File: src/rtl/seg7_pkg.sv
// Shared seven-segment definitions: active-low digit patterns and frame payload.
package seg7_pkg;

    localparam int unsigned DIGIT_W    = 4;
    localparam int unsigned SEG_W      = 7;
    localparam int unsigned NUM_DIGITS = 4;

    typedef logic [DIGIT_W-1:0] bcd_t;
    typedef logic [SEG_W-1:0]   seg_t;

    // Patterns are {g,f,e,d,c,b,a}, active-low
    localparam seg_t SEG_0    = 7'b1000000;
    localparam seg_t SEG_1    = 7'b1111001;
    localparam seg_t SEG_2    = 7'b0100100;
    localparam seg_t SEG_3    = 7'b0110000;
    localparam seg_t SEG_4    = 7'b0011001;
    localparam seg_t SEG_5    = 7'b0010010;
    localparam seg_t SEG_6    = 7'b0000010;
    localparam seg_t SEG_7    = 7'b1111000;
    localparam seg_t SEG_8    = 7'b0000000;
    localparam seg_t SEG_9    = 7'b0010000;
    localparam seg_t SEG_DASH = 7'b0111111;
    localparam seg_t SEG_OFF  = 7'b1111111;

    typedef struct packed {
        bcd_t [NUM_DIGITS-1:0] digit;
        logic [NUM_DIGITS-1:0] dp;
        logic [NUM_DIGITS-1:0] blank;
    } frame_t;

endpackage

File: src/rtl/seg7_scan_if.sv
// Digit source to display driver bundle: BCD digits in, multiplexed pins out.
interface seg7_scan_if;
    import seg7_pkg::*;

    bcd_t       digit0;
    bcd_t       digit1;
    bcd_t       digit2;
    bcd_t       digit3;
    logic [3:0] dp_in;
    logic [3:0] blank_in;
    logic [3:0] an;
    seg_t       seg;
    logic       dp_n;

    modport master (
        output digit0, digit1, digit2, digit3, dp_in, blank_in,
        input  an, seg, dp_n
    );

    modport slave (
        input  digit0, digit1, digit2, digit3, dp_in, blank_in,
        output an, seg, dp_n
    );

endinterface

File: src/rtl/seg7_decode.sv
// Combinational BCD to active-low seven-segment decoder; 10..15 show a dash.
module seg7_decode
    import seg7_pkg::*;
(
    input  bcd_t bcd,
    output seg_t seg_c
);

    always_comb begin
        seg_c = SEG_DASH;
        case (bcd)
            4'd0:    seg_c = SEG_0;
            4'd1:    seg_c = SEG_1;
            4'd2:    seg_c = SEG_2;
            4'd3:    seg_c = SEG_3;
            4'd4:    seg_c = SEG_4;
            4'd5:    seg_c = SEG_5;
            4'd6:    seg_c = SEG_6;
            4'd7:    seg_c = SEG_7;
            4'd8:    seg_c = SEG_8;
            4'd9:    seg_c = SEG_9;
            default: seg_c = SEG_DASH;
        endcase
    end

endmodule

File: src/rtl/seg7_scan.sv
// Four-digit multiplexed seven-segment driver with per-frame input latch,
// inter-digit blanking gap and optional leading-zero suppression.
module seg7_scan
    import seg7_pkg::*;
#(
    parameter int unsigned REFRESH_DIV  = 100000,
    parameter int unsigned BLANK_CYCLES = 1000,
    parameter bit          LZ_SUPPRESS  = 1'b0
) (
    input  logic        clk,
    input  logic        rst,
    seg7_scan_if.slave  bus
);

    localparam int unsigned CNT_W = $clog2(REFRESH_DIV);

    logic [CNT_W-1:0] cnt;
    logic [1:0]       idx;
    frame_t           shadow;

    logic [3:0]       an_q;
    seg_t             seg_q;
    logic             dp_n_q;

    logic             slot_end_c;
    logic             in_gap_c;
    logic [3:0]       lead_zero_c;
    logic             blank_c;
    seg_t             dec_seg_c;

    assign slot_end_c = (cnt == CNT_W'(REFRESH_DIV - 1));
    assign in_gap_c   = (cnt < CNT_W'(BLANK_CYCLES));

    // Slot counter, scan index, and frame latch at the last cycle of slot 3
    always_ff @(posedge clk or posedge rst) begin
        if (rst) begin
            cnt    <= '0;
            idx    <= '0;
            shadow <= '0;
        end else begin
            if (slot_end_c) begin
                cnt <= '0;
                idx <= idx + 2'd1;
                if (idx == 2'd3) begin
                    shadow.digit <= {bus.digit3, bus.digit2, bus.digit1, bus.digit0};
                    shadow.dp    <= bus.dp_in;
                    shadow.blank <= bus.blank_in;
                end
            end else begin
                cnt <= cnt + CNT_W'(1);
            end
        end
    end

    // lead_zero_c[k]: digit k and every more significant digit are zero
    always_comb begin
        lead_zero_c    = '0;
        lead_zero_c[3] = (shadow.digit[3] == 4'd0);
        lead_zero_c[2] = lead_zero_c[3] && (shadow.digit[2] == 4'd0);
        lead_zero_c[1] = lead_zero_c[2] && (shadow.digit[1] == 4'd0);
        lead_zero_c[0] = 1'b0;
    end

    assign blank_c = shadow.blank[idx] | (LZ_SUPPRESS & lead_zero_c[idx]);

    seg7_decode u_decode (
        .bcd   (shadow.digit[idx]),
        .seg_c (dec_seg_c)
    );

    // Output registers; the gap at the start of every slot keeps anodes off across idx changes
    always_ff @(posedge clk or posedge rst) begin
        if (rst) begin
            an_q   <= 4'hF;
            seg_q  <= SEG_OFF;
            dp_n_q <= 1'b1;
        end else if (in_gap_c) begin
            an_q   <= 4'hF;
            seg_q  <= SEG_OFF;
            dp_n_q <= 1'b1;
        end else begin
            an_q   <= ~(4'b0001 << idx);
            seg_q  <= blank_c ? SEG_OFF : dec_seg_c;
            dp_n_q <= blank_c | ~shadow.dp[idx];
        end
    end

    assign bus.an   = an_q;
    assign bus.seg  = seg_q;
    assign bus.dp_n = dp_n_q;

endmodule

File: src/flat_wrapper.sv
// flat-port wrapper written by rule: the top's interface ports become plain ports
module seg7_scan_flat import seg7_pkg::*;
#(
    parameter int unsigned REFRESH_DIV  = 100000,
    parameter int unsigned BLANK_CYCLES = 1000,
    parameter bit          LZ_SUPPRESS  = 1'b0
)
  (clk, rst, bus_digit0, bus_digit1, bus_digit2, bus_digit3, bus_dp_in, bus_blank_in, bus_an, bus_seg, bus_dp_n);
  seg7_scan_if bus_i ();
  input  logic clk;
  input  logic rst;
  input wire logic [$bits(bus_i.digit0)-1:0] bus_digit0;
  input wire logic [$bits(bus_i.digit1)-1:0] bus_digit1;
  input wire logic [$bits(bus_i.digit2)-1:0] bus_digit2;
  input wire logic [$bits(bus_i.digit3)-1:0] bus_digit3;
  input wire logic [$bits(bus_i.dp_in)-1:0] bus_dp_in;
  input wire logic [$bits(bus_i.blank_in)-1:0] bus_blank_in;
  output wire logic [$bits(bus_i.an)-1:0] bus_an;
  output wire logic [$bits(bus_i.seg)-1:0] bus_seg;
  output wire logic [$bits(bus_i.dp_n)-1:0] bus_dp_n;
  assign bus_i.digit0 = bus_digit0;
  assign bus_i.digit1 = bus_digit1;
  assign bus_i.digit2 = bus_digit2;
  assign bus_i.digit3 = bus_digit3;
  assign bus_i.dp_in = bus_dp_in;
  assign bus_i.blank_in = bus_blank_in;
  assign bus_an = bus_i.an;
  assign bus_seg = bus_i.seg;
  assign bus_dp_n = bus_i.dp_n;
  seg7_scan #(.REFRESH_DIV(REFRESH_DIV), .BLANK_CYCLES(BLANK_CYCLES), .LZ_SUPPRESS(LZ_SUPPRESS)) u_core (.clk(clk), .rst(rst), .bus(bus_i));
endmodule
File: config.mk
export PLATFORM = sky130hd
export DESIGN_NAME = seg7_scan_flat
export DESIGN_NICKNAME = d
export VERILOG_FILES = /design/src/rtl/seg7_pkg.sv /design/src/rtl/seg7_scan_if.sv /design/src/rtl/seg7_decode.sv /design/src/rtl/seg7_scan.sv /design/src/flat_wrapper.sv
export SDC_FILE = /design/constraint.sdc
export NUM_CORES = 1
export LEC_CHECK = 0
export ABC_AREA = 1
export CAP_MARGIN = 25
export CORE_UTILIZATION = 30
export CTS_CLUSTER_DIAMETER = 150
export DETAILED_ROUTE_END_ITERATION = 8
export GPL_TIMING_DRIVEN = 0
export PLACE_DENSITY_LB_ADDON = 0.15
export SLEW_MARGIN = 20
export SYNTH_ARGS = -nofsm -noshare
export SYNTH_HDL_FRONTEND = slang
export SYNTH_HIERARCHICAL = 1
export SYNTH_SLANG_ARGS = --single-unit
File: constraint.sdc
create_clock -name clk -period 1.8 [get_ports clk]
set_input_delay 0.27 -clock clk [delete_from_list [all_inputs] [get_ports clk]]
set_output_delay 0.27 -clock clk [all_outputs]
set_load 0.01 [all_outputs]
==> impl_results.md <==
- Port-buffer cells: 37
- Grt total ovfl: 0
- Worst reg-to-reg setup slack: around 79 ps
- Synth cell types: 26
- Total of max-cap violations: 0
- Element type at the critical path end: register
- Setup TNS: 0 ps
- Initial antenna violation count: 0
- Largest net degree at the start of global routing: 56
- Avg WL per Cell: between 10 and 15 um
- R2R cell count: 11
- Mux contribution to synthesized area: 0%
- Die Wd: 101 um
- First DRT Iteration DRCs: between 90 and 100
- Filler instances: 979
- Largest family of logic cells by synthesized area: simple AND/OR/NAND/NOR gates
- Antenna viol nets, final: 0
- Final nets: between 400 and 500
- CTS Hold Buffers Added: 0
- Initial core utilization: 31.2%
- Worst Max-Slew Pin Slew: ~700 ps
- Setup violators final: 0
- Synth Area in Compound Gates: approximately 4.9%
- Simple-gate portion of the synthesized area: between 30% and 40%
- CORE AREA: roughly 9300 um2
- Max frequency: about 580 MHz
- Switching power total: around 450 uW
- Reg power frac: between 50% and 60%
- Detail Placement HPWL: ~4800 um
- Fin crit period: roughly 1700 ps
- Placed inst area: between 3000 and 4000 um2
- First-pass GRT wire length: approximately 12000 um
- Fin. Hold Viols: 0
- Hold WC Path Type: input pin to async pin
- Clock power share: 39.0%
- Final hold slack: 415 ps
- Reg-to-reg startpoint: u_core/idx[0]
- Reg-to-reg critical path endpoint: u_core/bus.seg[3]
- Die height: between 100 and 150 um
- Diodes inserted: 0
- Lkg Pwr: about 0.0017 uW
- Drt via density: 4.60
- Final period util: ~96%
- Share of layout cells above drive strength 1: about 18%
- Yosys reg bits: between 50 and 60
- CTS tree: done
- Area Overhead vs Synth: 28.2%
- Most frequent cells in the layout: nand2_1, nor2_1, dfrtp_1
- Synth Net Count: approximately 400
- Cell row count: 35
- Adder-cell share of the synthesized area: under 10%
- Die Area: ~10000 um2
- CP max FO: 5
- Sequential share of the synthesized area: a little under half
- Total GRT Usage: between 10% and 20%
- Worst setup path class: register to register
- Worst relative slew slack: between 50% and 60%
- Maximum clock skew at final layout: about 17 ps
- XOR/XNOR Fraction of Synth Area: ~2.1%
- Int Pwr: around 1700 uW
- Max-slew violation count: 0
- Deepest clock path buffer count: 2
- Root buffer cell: clkbuf_8
- RePlAce Congestion: between 0.7 and 0.8
- Critical Path AT: between 1500 and 2000 ps
- Switching share of power: a little over a fifth
- Worst-skew pair later-pin latency: between 300 and 400 ps
- Total Wirelength: 6820 um
- Routed vias: approximately 2500
- Startpoint types: register
- Via count of the first global-routing pass: around 2400
- CTS Buf Count: 5
- Cells after DPL: roughly 530
- Outcome: finished, final reports clean
- Syn avg cell area: 7.98 um2
- DR DRC count: 0
- Pwr/cell area: 577 nW/um2
- Final Cell Area: around 3700 um2
- Worst vdd ir: about 0.00046 V
- Ys Warns: 6
- Combinational share of power: under 10%
- H-tree levels: 2
- Worst Path Required: ~2000 ps
- Syn Inst Count: between 300 and 400
- Commonest non-fill, non-tap cell in the layout: nand2_1
- Boundary Pins: 38
- Initial DRT Pass Iterations: 4
- Clk slew on worst S/H paths: 110 ps
- Sink Count: 55
- Final cell count without fillers: ~550
- Syn Std Cell Area: 2910 um2
- RSZ-0062 raised after global routing: true
-- cells in the mapped netlist --
cell type  number  area share, %
a21oi_1         4           0.69
buf_2           1           0.17
buf_4           4            1.0
buf_6           2           0.77
clkbuf_1        5           0.64
dfrtp_1        43             37
dfstp_2        12             11
ha_1           10            4.3
inv_1          31            4.0
inv_2           5           0.64
nand2_1       110             14
nand2_2         4           0.86
nand3_1        14            2.4
nand3_4         2            1.2
nand4_1        28            6.0
nor2_1         57            7.3
nor2_2          1           0.21
nor2_8          2            1.4
nor3_1          1           0.17
o211ai_1        1           0.26
o21ai_0        13            2.2
o21ai_1         2           0.34
o21bai_1        1           0.26
o22ai_1         5            1.1
xnor2_1         1           0.30
xor2_1          6            1.8
-- final cells by class --
class	instances	area [um2]	share of cell area, %
plain buffers	11	97.6	2.61
repair buffers	48	457	12.2
clock inverters	2	38.8	1.04
inverters	36	143	3.82
flip-flops and latches	55	1390	37.3
well taps	129	161	4.32
multi-input cells	262	1370	36.7
clock buffers	6	72.6	1.94
-- power groups by stage --
stage | logic, uW | registers, uW | clock network, uW
6_report | 79.0 | 1240 | 841
5_1_grt | 87.4 | 1240 | 928
4_1_cts | 82.6 | 1240 | 886
3_5_place_dp | 82.2 | 1260 | 0
3_3_place_gp | 80.5 | 1260 | 0
2_1_floorplan | 17.8 | 1260 | 0
-- metrics by stage --
stage | util [%] | setup slack, ps | total power, uW
3_5_place_dp | 37.0 | -376 | 1340
2_1_floorplan | - | 1.02 | 1280
6_report | 40.1 | 79.5 | 2160
3_3_place_gp | 37.0 | -911 | 1340
4_1_cts | 39.1 | 11.3 | 2210
5_1_grt | 40.1 | -24.1 | 2250
-- timing repair --
action,4_1_cts,5_1_grt
setup endpoints to repair,26,11
pin swaps,3,15
gates resized for setup,18,16
endpoints found under the hold margin,0,0
setup buffers,5,6
gates cloned,1,0
-- critical path, stage by stage, from the launching register on --
cell	delay, ps
dfrtp_2	480
inv_4	80
buf_8	100
nor2_2	30
o22ai_2	240
inv_2	110
ha_4	270
nand2_2	60
nand3_2	90
nand2_1	40
nor2_1	80
nand2_1	60
-- worst max-delay path by stage --
stage,start,endpoint,slack (ps),depth (start not counted)
floorplan,u_core/idx[0],u_core/bus.seg[3],1,11
global placement,rst,u_core/shadow[7],-910,2
detailed placement,u_core/idx[0],u_core/bus.seg[3],-380,11
CTS,u_core/idx[0],u_core/bus.seg[3],10,10
global route,u_core/idx[0],u_core/bus.seg[5],-20,11
finish,u_core/idx[0],u_core/bus.seg[3],80,11
-- state kept, by name, summed over array words and instances (netlist names) --
name and flops:
u_core/idx 2, u_core/bus.seg 7, u_core/bus.an 4, u_core/cnt 17, u_core/shadow 24, u_core/bus.dp_n 1
-- layer usage --
layer | routed length, um | up-vias | GRT usage [%] | share of wire [%]
li1 | - | 1278 | - | -
met1 | 3270 | 1187 | 20.3 | 48
met2 | 3090 | 57 | 23.2 | 45
met3 | 392 | 4 | 2.98 | 5.7
met4 | 63 | 0 | 3.46 | 0.92
met5 | 0 | - | 0 | 0
-- cells by family after synthesis --
group                    Yosys count
AND/OR/NAND/NOR                  219
AO/OA/AOI/OAI                     26
flip-flops                        55
adder cells (fa/ha/maj)           10
buffers and inverters             48
XOR/XNOR                           7
Power figures use the tool's default switching activity.
